==> config.mk <==
export PLATFORM = sky130hd
export DESIGN_NAME = mac_pipe
export DESIGN_NICKNAME = d
export VERILOG_FILES = /design/src/rtl/mac_pipe.sv
export SDC_FILE = /design/constraint.sdc
export NUM_CORES = 1
export LEC_CHECK = 0
export ABC_CLOCK_PERIOD_IN_PS = 6800
export BUFFER_PORTS_ARGS = -buffer_cell sky130_fd_sc_hd__buf_2
export CORE_MARGIN = 5
export CORE_UTILIZATION = 43
export DETAILED_ROUTE_END_ITERATION = 8
export SLEW_MARGIN = 10
export SYNTH_ARGS = -nofsm -noshare
export SYNTH_HDL_FRONTEND = slang
export SYNTH_SLANG_ARGS = --single-unit
==> constraint.sdc <==
create_clock -name CLK -period 6.8 [get_ports CLK]
set_input_delay 0.34 -clock CLK [delete_from_list [all_inputs] [get_ports CLK]]
set_output_delay 0.34 -clock CLK [all_outputs]
set_load 0.02 [all_outputs]
==> src/rtl/mac_pipe.sv <==
// Pipelined signed multiply-accumulate: A*A +/- COEF*B, A*B or accumulate,
// with saturate/wrap reduction and a single global valid/ready advance.
module mac_pipe #(
  parameter int W     = 8,
  parameter int CW    = 8,
  parameter int COEF  = 97,
  parameter int DEPTH = 4,
  parameter bit SAT   = 1'b1
) (
  input  logic                  CLK,
  input  logic                  RESET_N,
  input  logic                  IN_VALID,
  output logic                  IN_READY,
  input  logic signed [W-1:0]   A,
  input  logic signed [W-1:0]   B,
  input  logic [1:0]            MODE,
  input  logic                  CLR_ACC,
  output logic                  OUT_VALID,
  input  logic                  OUT_READY,
  output logic signed [2*W-1:0] RESULT,
  output logic                  OVF
);

  localparam int OW = 2 * W;
  localparam int SW = 2 * W + CW + 2;
  localparam int NP = DEPTH - 1;
  localparam logic signed [CW-1:0] COEF_C = CW'(COEF);

  // Range test and reduction of a full-precision sum to OW bits.
  function automatic logic [OW:0] reduce_fn(input logic signed [SW-1:0] s);
    logic          out_rng;
    logic [OW-1:0] r;
    out_rng = (s[SW-1:OW-1] != '0) && (s[SW-1:OW-1] != '1);
    if (SAT && out_rng)
      r = s[SW-1] ? {1'b1, {(OW-1){1'b0}}} : {1'b0, {(OW-1){1'b1}}};
    else
      r = s[OW-1:0];
    return {out_rng, r};
  endfunction

  logic                 advance;
  logic signed [SW-1:0] a_ext, b_ext, c_ext;
  logic signed [SW-1:0] aa, ab, cb;

  logic                 vld_d  [1:NP];
  logic                 vld_q  [1:NP];
  logic signed [SW-1:0] pa_d   [1:NP];
  logic signed [SW-1:0] pa_q   [1:NP];
  logic signed [SW-1:0] pb_d   [1:NP];
  logic signed [SW-1:0] pb_q   [1:NP];
  logic [1:0]           mode_d [1:NP];
  logic [1:0]           mode_q [1:NP];
  logic                 clr_d  [1:NP];
  logic                 clr_q  [1:NP];

  logic signed [SW-1:0] base_p, sum_p;
  logic [OW:0]          red_p;
  logic                 out_valid_d, out_valid_q;
  logic                 ovf_d, ovf_q;
  logic signed [OW-1:0] result_d, result_q;
  logic signed [OW-1:0] acc_d, acc_q;

  always_comb begin
    advance = !out_valid_q || OUT_READY;
    a_ext   = SW'(A);
    b_ext   = SW'(B);
    c_ext   = SW'(COEF_C);
    aa      = a_ext * a_ext;
    ab      = a_ext * b_ext;
    cb      = c_ext * b_ext;

    for (int k = 1; k <= NP; k++) begin
      vld_d[k]  = vld_q[k];
      pa_d[k]   = pa_q[k];
      pb_d[k]   = pb_q[k];
      mode_d[k] = mode_q[k];
      clr_d[k]  = clr_q[k];
    end

    if (advance) begin
      // Stage 1: mode picks the products so the output stage only adds.
      vld_d[1]  = IN_VALID;
      pa_d[1]   = (MODE == 2'd1) ? ab : aa;
      case (MODE)
        2'd1:    pb_d[1] = '0;
        2'd3:    pb_d[1] = -cb;
        default: pb_d[1] = cb;
      endcase
      mode_d[1] = MODE;
      clr_d[1]  = CLR_ACC;
      // Stages 2..DEPTH-1: pure delay
      for (int k = 2; k <= NP; k++) begin
        vld_d[k]  = vld_q[k-1];
        pa_d[k]   = pa_q[k-1];
        pb_d[k]   = pb_q[k-1];
        mode_d[k] = mode_q[k-1];
        clr_d[k]  = clr_q[k-1];
      end
    end
  end

  // Stage DEPTH: add, reduce, and fold mode-2 results back into ACC
  always_comb begin
    base_p = (mode_q[NP] == 2'd2 && !clr_q[NP]) ? SW'(acc_q) : '0;
    sum_p  = base_p + pa_q[NP] + pb_q[NP];
    red_p  = reduce_fn(sum_p);

    out_valid_d = out_valid_q;
    result_d    = result_q;
    ovf_d       = ovf_q;
    acc_d       = acc_q;
    if (advance) begin
      out_valid_d = vld_q[NP];
      if (vld_q[NP]) begin
        result_d = red_p[OW-1:0];
        ovf_d    = red_p[OW];
        if (mode_q[NP] == 2'd2)
          acc_d = red_p[OW-1:0];
      end
    end
  end

  always_ff @(posedge CLK or negedge RESET_N) begin
    if (!RESET_N) begin
      for (int k = 1; k <= NP; k++) vld_q[k] <= 1'b0;
      out_valid_q <= 1'b0;
      result_q    <= '0;
      ovf_q       <= 1'b0;
      acc_q       <= '0;
    end else begin
      for (int k = 1; k <= NP; k++) vld_q[k] <= vld_d[k];
      out_valid_q <= out_valid_d;
      result_q    <= result_d;
      ovf_q       <= ovf_d;
      acc_q       <= acc_d;
    end
  end

  always_ff @(posedge CLK) begin
    for (int k = 1; k <= NP; k++) begin
      pa_q[k]   <= pa_d[k];
      pb_q[k]   <= pb_d[k];
      mode_q[k] <= mode_d[k];
      clr_q[k]  <= clr_d[k];
    end
  end

  assign IN_READY  = advance;
  assign OUT_VALID = out_valid_q;
  assign RESULT    = result_q;
  assign OVF       = ovf_q;

endmodule

== After elaboration in Yosys (flattened, before gate mapping) ==
Memory sizes are Yosys's and may differ from the RTL's.
Cells that the tools add are included.

* Input bits: 23
* Bits in writable memories: 165
* Register bits: 37
* Memories kept: 4

{| class="wikitable"
|+ Memories
! name !! depth !! width !! read ports !! clocked after memory_dff !! write ports !! line !! source
|-
| pa_q || 3 || 26 || 3 || 0 || 3 || 48 || <nowiki>logic signed [SW-1:0] pa_q [1:NP];</nowiki>
|-
| pb_q || 3 || 26 || 3 || 0 || 3 || 50 || <nowiki>logic signed [SW-1:0] pb_q [1:NP];</nowiki>
|-
| mode_q || 3 || 2 || 3 || 0 || 3 || 52 || <nowiki>logic [1:0] mode_q [1:NP];</nowiki>
|-
| clr_q || 3 || 1 || 3 || 0 || 3 || 54 || <nowiki>logic clr_q [1:NP];</nowiki>
|}

* Add/sub/neg operators: 3
* Mux-type cells: 9
* Reductions and logical operators: 8
* Equal/unequal tests: 4
* Multiply operators: 3

{| class="wikitable"
|+ Operators with widths
! cell !! count
|-
| $mux W78 || 2
|-
| $add A26 B26 Y26 || 2
|-
| $mux W26 || 2
|-
| $pmux W26 S2 || 1
|-
| $mul A8 B8 Y16 || 2
|-
| $mux W16 || 2
|-
| $neg A16 Y26 || 1
|-
| $mul A8 B8 Y16 const A || 1
|-
| $ne A11 B11 Y1 const B || 1
|-
| $reduce_bool A11 Y1 || 1
|-
| $mux W6 || 1
|-
| $eq A2 B2 Y1 const B || 2
|-
| $mux W3 || 1
|-
| $reduce_and A3 Y1 || 1
|-
| $eq A2 B1 Y1 const B || 1
|-
| $logic_and A1 B1 Y1 || 2
|-
| $logic_not A1 Y1 || 2
|-
| $reduce_and A2 Y1 || 1
|-
| $logic_or A1 B1 Y1 || 1
|}

== Logic depth before layout (Yosys ltp) ==
Gate-level depths: netlist of the first run.
An unclocked memory read counts as a cell.

* Depth after elaboration: 9
* Depth in mapped cells: 22
* Depth with buffers taken out: 21

== Worst setup path before layout of the first run ==
OpenSTA, ideal clock, no wires.

* Path kind: flip-flop to flip-flop
* From: reg out_valid_q, in the netlist OUT_VALID
* To: reg acc_q[10]
* Arrival: 6061 ps
* Setup time: 87 ps
* Cell stages (with the launch flop): 8
* Period minus slack after synthesis: 6148 ps
* Buffers on the path: 2
* Path slack: 652 ps
* Cells stage by stage: dfrtp_1 > nand2b_1 > clkbuf_1 > nand2_1 > nor2_1 > clkbuf_1 > nor2_1 > a211oi_2

* Longest elaborated chain between the ends: 3

{| class="wikitable"
|+ RTL lines
! element !! line !! source
|-
| start: declaration || 58 || <nowiki>logic out_valid_d, out_valid_q;</nowiki>
|-
| start signal: assignment || 132 || <nowiki>out_valid_q <= out_valid_d;</nowiki>
|-
| $logic_not A1 Y1 || 64 || <nowiki>advance = !out_valid_q || OUT_READY;</nowiki>
|-
| $logic_or A1 B1 Y1 || 64 ||
|-
| named net IN_READY || 13 || <nowiki>output logic IN_READY,</nowiki>
|-
| $reduce_and A3 Y1 (no source line) || - ||
|-
| end signal: assignment || 129 || <nowiki>acc_q <= '0;</nowiki>
|-
| end signal: assignment || 135 || <nowiki>acc_q <= acc_d;</nowiki>
|-
| end: declaration || 61 || <nowiki>logic signed [OW-1:0] acc_d, acc_q;</nowiki>
|}

The timed path passes the listed nets, and every way through them passes these cells.
A chain may end at the register's enable or synchronous reset.

==> results of run 1 <==
## report_power, final
part           switching (mW)  total, mW  internal [mW]
sequential              0.195       1.91           1.71
clock                   0.416       1.00          0.587
combinational            2.86       4.73           1.87
total                    3.47       7.64           4.17
## worst paths after layout
check | endpoint | cells past startpoint
max | pa_q[0][40]$_DFFE_PN_ | 20
min | OVF$_DFFE_PN0P_ | 1
max reg2reg | acc_q[0]$_DFFE_PN0P_ | 14
min reg2reg | pa_q[0][52]$_DFFE_PN_ | 0
max in group asynchronous | acc_q[10]$_DFFE_PN0P_ | 1
min in group CLK | clr_q[0][1]$_DFFE_PN_ | 1
## routing by layer
| layer | up-vias | GRT usage (%) | routed length [µm] | part of all wire, % |
|---|---|---|---|---|
| met2 | 123 | 24.6 | 12500 | 48 |
| met3 | 18 | 2.19 | 739 | 2.8 |
| met5 | - | 0 | 20 | 0.077 |
| met4 | 2 | 2.77 | 212 | 0.81 |
| li1 | 4276 | - | - | - |
| met1 | 4215 | 21.8 | 12600 | 48 |
## layout by cell type (no fill, tap or decap), drive strengths merged, types with 31 or more instances in the layout
master and count:
nor3 31, o21ai 41, and2 53, nor2 74
nand2 107, xnor2 39, edfxtp 135, a21oi 53
ha 116, dfrtp 37, buf 46, inv 198
fa 133
## per-stage QoR
step	setup slack, ns	area [µm²]
final	1.83	14900
after global routing	1.29	14900
after CTS	1.78	14900
after detailed placement	1.38	14300
after global placement	1.38	14300
after floorplan	0.652	13700
## Yosys cell counts, types with 6 or more instances
cell,n,area share (%)
nand2_1,107,2.9
o31ai_1,7,0.38
a21oi_1,49,1.8
fa_1,133,19
nor2b_1,8,0.36
a22o_1,14,0.89
edfxtp_1,135,29
dfrtp_1,37,6.7
nor3_1,29,1.1
clkbuf_1,32,0.87
o21a_1,9,0.49
o21ai_0,37,1.3
xnor2_1,39,2.5
xor2_1,25,1.6
nand3_1,13,0.47
nand2b_1,15,0.68
a211oi_2,11,1.0
nor2_1,74,2.0
and2_1,52,2.4
ha_1,116,11
mux2_2,6,0.49
o22ai_1,12,0.55
a21o_1,16,0.87
inv_1,192,5.2
## registers in the layout (all words and copies together), names as in the netlist
signal     flops
pa_q          48
RESULT        16
OUT_VALID      1
acc_q         16
clr_q          3
mode_q         6
pb_q          78
OVF            1
vld_q          3
## critical path, delay by kind of cell
family                   cells  cell delay [ns]
adder cells (fa/ha/maj)      5             2.05
AO/OA/AOI/OAI                6             1.21
buffers and inverters        4             0.73
XOR/XNOR                     2             0.35
AND/OR/NAND/NOR              2             0.30
multiplexers                 1             0.11
## logic make-up (layout without fill, tap and decap cells)
| logic type | Yosys count | after routing | share of synthesized area [%] |
|---|---|---|---|
| AO/OA/AOI/OAI | 198 | 198 | 10.4 |
| XOR/XNOR | 64 | 64 | 4.08 |
| adder cells (fa/ha/maj) | 249 | 249 | 29.9 |
| buffers and inverters | 234 | 273 | 6.59 |
| flip-flops | 172 | 172 | 36.2 |
| multiplexers | 10 | 10 | 0.783 |
| AND/OR/NAND/NOR | 334 | 334 | 12.0 |
## area by class of cell
cell class,count,area [µm²],share of cell area (%)
Timing Repair Buffer,46,243,1.62
Sequential cell,172,4980,33.3
Clock buffer,17,425,2.85
Tap cell,402,503,3.36
Multi-Input combinational cell,855,7880,52.7
Inverter,196,736,4.92
Clock inverter,14,185,1.24
==> results by group, run 1 <==
Route
  – Starting DRT DRC Count: approximately 400
  – Routed vias/inst: 5.07
  – Via count: roughly 8600
  – DRC viols: 0
  – DR WL/cell: around 15 µm
  – DRT antenna net count: 0
  – DRT Pass-1 Iters: 5
  – Total wire length: between 20 and 30 mm

Floorplanning
  – Die area: around 36000 µm²
  – Chip width: between 150 and 200 µm
  – Placeable Area: around 32000 µm²
  – Num ports: 42
  – Initial core utilization: 43.6%
  – Row Count: 65
  – Die boundary height: ~190 µm

Power
  – Pwr Total: roughly 7.6 mW
  – Power density over cell area: approximately 510 nW/µm²
  – Leak: around 6.7 nW
  – Peak supply drop: between 0.2 and 0.25 mV

Timing
  – Crit share post-route: roughly 73%
  – Fmax: around 200 MHz
  – Hold slack: between 0.003 and 0.004 ns
  – Worst Skew: between 0.01 and 0.015 ns
  – Final Setup Violations: 0
  – Slew headroom: 39.8%
  – Worst-Margin Slew: 0.902 ns
  – Minimum clock period: between 4 and 5 ns
  – Fin. max-slew vios: 0
  – Hold Fails Final Rpt: 0
  – RSZ-0062 raised after global routing: no
  – TNS Setup: 0 ns

Run status
  – Outcome: completed

Worst setup path
  – Worst reg2reg setup slack: between 1.5 and 2 ns
  – Max incr delay on CP: ~0.54 ns
  – Startpoint Class: input pin
  – CP Launch Point: A[3]
  – Crit path kind: in -> reg
  – Crit path cell chain: buf_2 -> clkinv_1 -> ha_1 -> xnor2_1 -> ha_1 -> inv_1 -> fa_1 -> fa_1 -> inv_1 -> ha_1 -> nor2b_1 -> o21ai_0 -> a21boi_0 -> o21ai_0 -> a21boi_0 -> o21a_1 -> nor2_1 -> o21ai_0 -> xnor2_1 -> mux2i_1
  – Crit-path max FO: 11
  – CP max stage cell: fa_1
  – Critical Path AT: ~5.1 ns
  – R2r startpoint: mode_q[0][6]$_DFFE_PN_
  – Crit path capture type: flop
  – Critical Path RT: between 6 and 7 ns

Logic synthesis
  – Sequential share of the synthesized area: about 36%
  – Share of async-settable or async-resettable flops after synthesis: between 20% and 30%
  – Post-synth EDFFs: about 140
  – Mapped Area: approximately 14000 µm²
  – Yosys warnings: 0
  – #FFs+latches synth: 172
  – Mapped Nets: between 1500 and 2000
  – Syn Area/Cell: 10.9 µm²
  – Post-Syn Instances: ~1300
  – Unique masters post-synth: 72
  – Main synth FF type: edfxtp_1

Global route
  – Overall routing resource usage: 15.1%
  – Global-route wire length before repair: between 40 and 50 mm
  – Vias in the first global route: ~8600
  – Grt total ovfl: 0
  – Largest net degree at the start of global routing: 73
  – Initial antenna violation count: 1

Layout
  – Final core occ: between 40% and 50%
  – Area Overhead vs Synth: 8.72%
  – Finished Layout Cells: around 1700
  – ANT cells: 0
  – Post-layout nets: 1560
  – Share of cells above drive strength 1: a little under a tenth
  – Fill cells: between 2000 and 3000

Clock network
  – Clock slew at reported path FFs: approximately 0.070 ns
  – CTS tree: yes
  – Post-CTS Hold Fix Bufs: 0
  – H-tree depth: 4
  – Longest Clk Path Bufs: 2
  – Total CTS buffers: 17
  – Post-CTS Setup Inserts: 0
  – Clock Sinks: 172
  – Worst skew pair latency: around 0.42 ns
  – Clk root buf: clkbuf_16
  – CTS resizes: 0

Placement
  – Post-DP HPWL: between 20 and 25 mm
  – Placed Instances: 1671
  – Routability-driven placement congestion ratio: between 0.8 and 0.9
  – # port buffers: approximately 40

Run
  – Max Cap Viol: 0

Min path
  – Hold crit path type: in -> async
No activity file was read; power rests on OpenSTA's default activity.
==> inputs of run 2 (changes only) <==
--- a/config.mk
+++ b/config.mk
@@ -5,7 +5,8 @@
 export SDC_FILE = /design/constraint.sdc
 export NUM_CORES = 1
 export LEC_CHECK = 0
-export ABC_CLOCK_PERIOD_IN_PS = 6800
+export ABC_AREA = 1
+export ABC_CLOCK_PERIOD_IN_PS = 4100
 export BUFFER_PORTS_ARGS = -buffer_cell sky130_fd_sc_hd__buf_2
 export CORE_MARGIN = 5
 export CORE_UTILIZATION = 43
==> constraint.sdc (replaced) <==
create_clock -name CLK -period 4.1 [get_ports CLK]
set_input_delay 0.205 -clock CLK [delete_from_list [all_inputs] [get_ports CLK]]
set_output_delay 0.205 -clock CLK [all_outputs]
set_load 0.02 [all_outputs]
==> run 2 against run 1 <==
  * Final area up 14%
  * Sequential power grew 66%
  * Combinational power rose by 110%
  * Wire length is 14% higher
  * Sequential share of layout area down 4.0 points
  * Critical endpoint is now pa_q[0][51]$_DFFE_PN_
  * Largest cell class unchanged
  * Critical path depth decreased by 2
==> results by group, run 2 <==
Run status
  – Outcome: completed

Global route
  – Global-route wire length before repair: 49.6 mm (+13%)
  – Largest net degree at the start of global routing: 94 (+29%)
  – Vias in the first global route: 10200 (+20%)
  – Grt total ovfl: 0 (unchanged)
  – Initial antenna violation count: 0 (-1)
  – Overall routing resource usage: 15.8% (+0.77 points)

Floorplanning
  – Die boundary height: 193 µm (+2.4%)
  – Die area: 37400 µm² (+4.9%)
  – Placeable Area: 33400 µm² (+5.7%)
  – Initial core utilization: 43.3% (-0.23 points)
  – Chip width: 193 µm (+2.4%)
  – Row Count: 67 (+3.1%)
  – Num ports: 42 (unchanged)

Timing
  – Slew headroom: 45.0% (+5.2 points)
  – Hold Fails Final Rpt: 0 (unchanged)
  – Fmax: 256 MHz
  – Crit share post-route: a little over nine tenths
  – Minimum clock period: around 3.9 ns
  – Fin. max-slew vios: 0 (unchanged)
  – Final WS setup: 0.197 ns (-1.63 ns)
  – Worst Skew: 0.0104 ns (-0.00115 ns)
  – Hold slack: 0.0949 ns (+0.0916 ns)
  – Worst-Margin Slew: 0.825 ns (-0.0775 ns)
  – Final Setup Violations: 0 (unchanged)

Worst setup path
  – Crit path capture type: flop
  – Startpoint Class: input pin
  – Crit-path max FO: 10 (-1)
  – Critical Path RT: 4.27 ns (-2.68 ns)
  – Crit path kind: in -> reg
  – CP Launch Point: A[6]
  – Critical Path AT: 4.07 ns (-1.05 ns)
  – R2r startpoint: mode_q[0][6]$_DFFE_PN_

Logic synthesis
  – Post-synth EDFFs: 135 (unchanged)
  – Mapped Nets: 1929 (+26%)
  – Yosys warnings: 0 (unchanged)
  – Synth top area share: 28.0% (-1.5 points)
  – Most frequent cell after synthesis: nand2_1
  – Post-Syn Instances: 1657 (+31%)
  – Post-synth top cells: nand2_1, inv_1, edfxtp_1
  – Top cell type by total area after synthesis: edfxtp_1
  – Share of async-settable or async-resettable flops after synthesis: 21.5% (unchanged)
  – Unique masters post-synth: 42 (-42%)
  – Area contributors post-synth: edfxtp_1, fa_1, nand2_1
  – #FFs+latches synth: 172 (unchanged)
  – Main synth FF type: edfxtp_1
  – Mapped Area: 14500 µm² (+5.2%)
  – Syn Area/Cell: 8.73 µm² (-20%)
  – Sequential share of the synthesized area: 34.4% (-1.8 points)

Min path
  – Min-delay src: MODE[1]
  – Hold crit path type: in -> reg

Placement
  – Area after DPL: 16100 µm² (+12%)
  – Post-DP HPWL: 24.2 mm (+20%)
  – Routability-driven placement congestion ratio: 0.928 (+10%)
  – Placed Instances: 2224 (+33%)
  – Place WS: -0.425 ns (-1.81 ns)
  – # port buffers: 41 (unchanged)

Layout
  – Final core occ: 50.9% (+3.6 points)
  – Most flop-heavy register: pb_q
  – Most common cell after layout, fill and taps aside: nand2_1
  – Fin area: 17000 µm² (+14%)
  – Share of cells above drive strength 1: 17.0% (+7.9 points)
  – Max FFs per register: 78 (unchanged)
  – Finished Layout Cells: 2263 (+33%)
  – Most frequent cells in the layout: nand2_1, inv_1, edfxtp_1, fa_1, buf_4
  – Largest regs: pb_q (78), pa_q (48)
  – ANT cells: 0 (unchanged)
  – Post-layout nets: 2074 (+33%)
  – Area Overhead vs Synth: 17.5%

Route
  – DRC viols: 0 (unchanged)
  – DR WL/cell: 13.1 µm (-14%)
  – Via count: 10500 (+22%)
  – Routed vias/inst: 4.64 (-8.6%)
  – Total wire length: 29.6 mm (+14%)
  – DRT Pass-1 Iters: 7 (+2)
  – DRT antenna net count: 0 (unchanged)
  – Starting DRT DRC Count: 543 (+34%)

Run
  – Max Cap Viol: 0 (unchanged)

Clock network
  – H-tree depth: 4 (unchanged)
  – Clock slew at reported path FFs: 0.07 ns (about the same)
  – Clock Sinks: 172 (unchanged)
  – Total CTS buffers: 17 (unchanged)
  – Worst skew pair latency: 0.42 ns (about the same)
  – Clk root buf: clkbuf_16
  – Longest Clk Path Bufs: 2 (unchanged)
  – CTS tree: yes

Power
  – Power density over cell area: 856 nW/µm² (+68%)
  – Leak: 8.81 nW (+31%)
  – Peak supply drop: 0.388 mV (+77%)
run 2: cell families (layout without fill, tap and decap cells):
| group | Yosys count | after routing | synth area share (%) |
|---|---|---|---|
| AND/OR/NAND/NOR | 662 | 662 | 19.3 |
| buffers and inverters | 410 | 568 | 10.9 |
| adder cells (fa/ha/maj) | 249 | 249 | 28.4 |
| flip-flops | 172 | 172 | 34.4 |
| AO/OA/AOI/OAI | 125 | 125 | 4.59 |
| XOR/XNOR | 38 | 38 | 2.30 |
| multiplexers | 1 | 1 | 0.0692 |
run 2: area by class of cell:
| class | instances | area (µm²) |
|---|---|---|
| sequential | 172 | 4980 |
| fill | 3150 | 16400 |
| tap | 448 | 561 |
| timing repair buffer | 162 | 1210 |
| inverter | 374 | 1410 |
| multi-input combinational | 1075 | 8220 |
| clock inverter | 13 | 180 |
| clock buffer | 19 | 433 |
run 2: metal layers:
metal	wire (µm)	track usage, %	vias up
met5	0	0	-
met4	563	4.25	0
met3	940	2.12	38
met2	14000	25.7	184
met1	14100	22.5	4891
li1	-	-	5379
run 2: final timing paths:
| kind | endpoint | slack [ns] | cells past startpoint |
|---|---|---|---|
| worst max-delay path | pa_q[0][51]$_DFFE_PN_ | 0.20 | 18 |
| worst min-delay path | mode_q[0][3]$_DFFE_PN_ | 0.09 | 1 |
| worst max register to register | acc_q[1]$_DFFE_PN0P_ | 0.31 | 22 |
| worst min register to register | pb_q[0][82]$_DFFE_PN_ | 0.41 | 0 |
| max in group asynchronous | acc_q[1]$_DFFE_PN0P_ | 3.14 | 2 |
| min in group asynchronous | RESULT[14]$_DFFE_PN0P_ | 0.44 | 2 |
run 2: worst max-delay path: stages:
cell and delay, ns:
buf_2 0.22, nand2_1 0.13, inv_1 0.10, fa_1 0.45, fa_1 0.52, fa_1 0.54
inv_1 0.05, fa_1 0.52, inv_1 0.04, ha_1 0.32, a21oi_1 0.20, o21ai_1 0.13
nand2_1 0.08, o211ai_1 0.08, a31oi_1 0.20, nand2_1 0.07, nand2_1 0.09, o21ai_0 0.09
run 2: what timing repair did:
item,CTS,global route
resized for setup,0,73
hold endpoints to repair,39,0
setup buffers,0,4
setup endpoints to repair,0,36
hold buffers,3,0
run 2: through the flow:
stage          power (mW)  setup TNS [ns]
2_1_floorplan        9.80         -0.0140
3_3_place_gp         12.3           -2.28
3_5_place_dp         12.5           -2.65
4_1_cts              14.2               0
5_1_grt              16.0         -0.0209
6_report             14.6               0
run 2: power by group:
group	internal (mW)	switching [mW]	total, mW
logic	3.90	5.82	9.72
clock network	0.977	0.685	1.66
registers	2.86	0.308	3.17
total	7.74	6.82	14.6
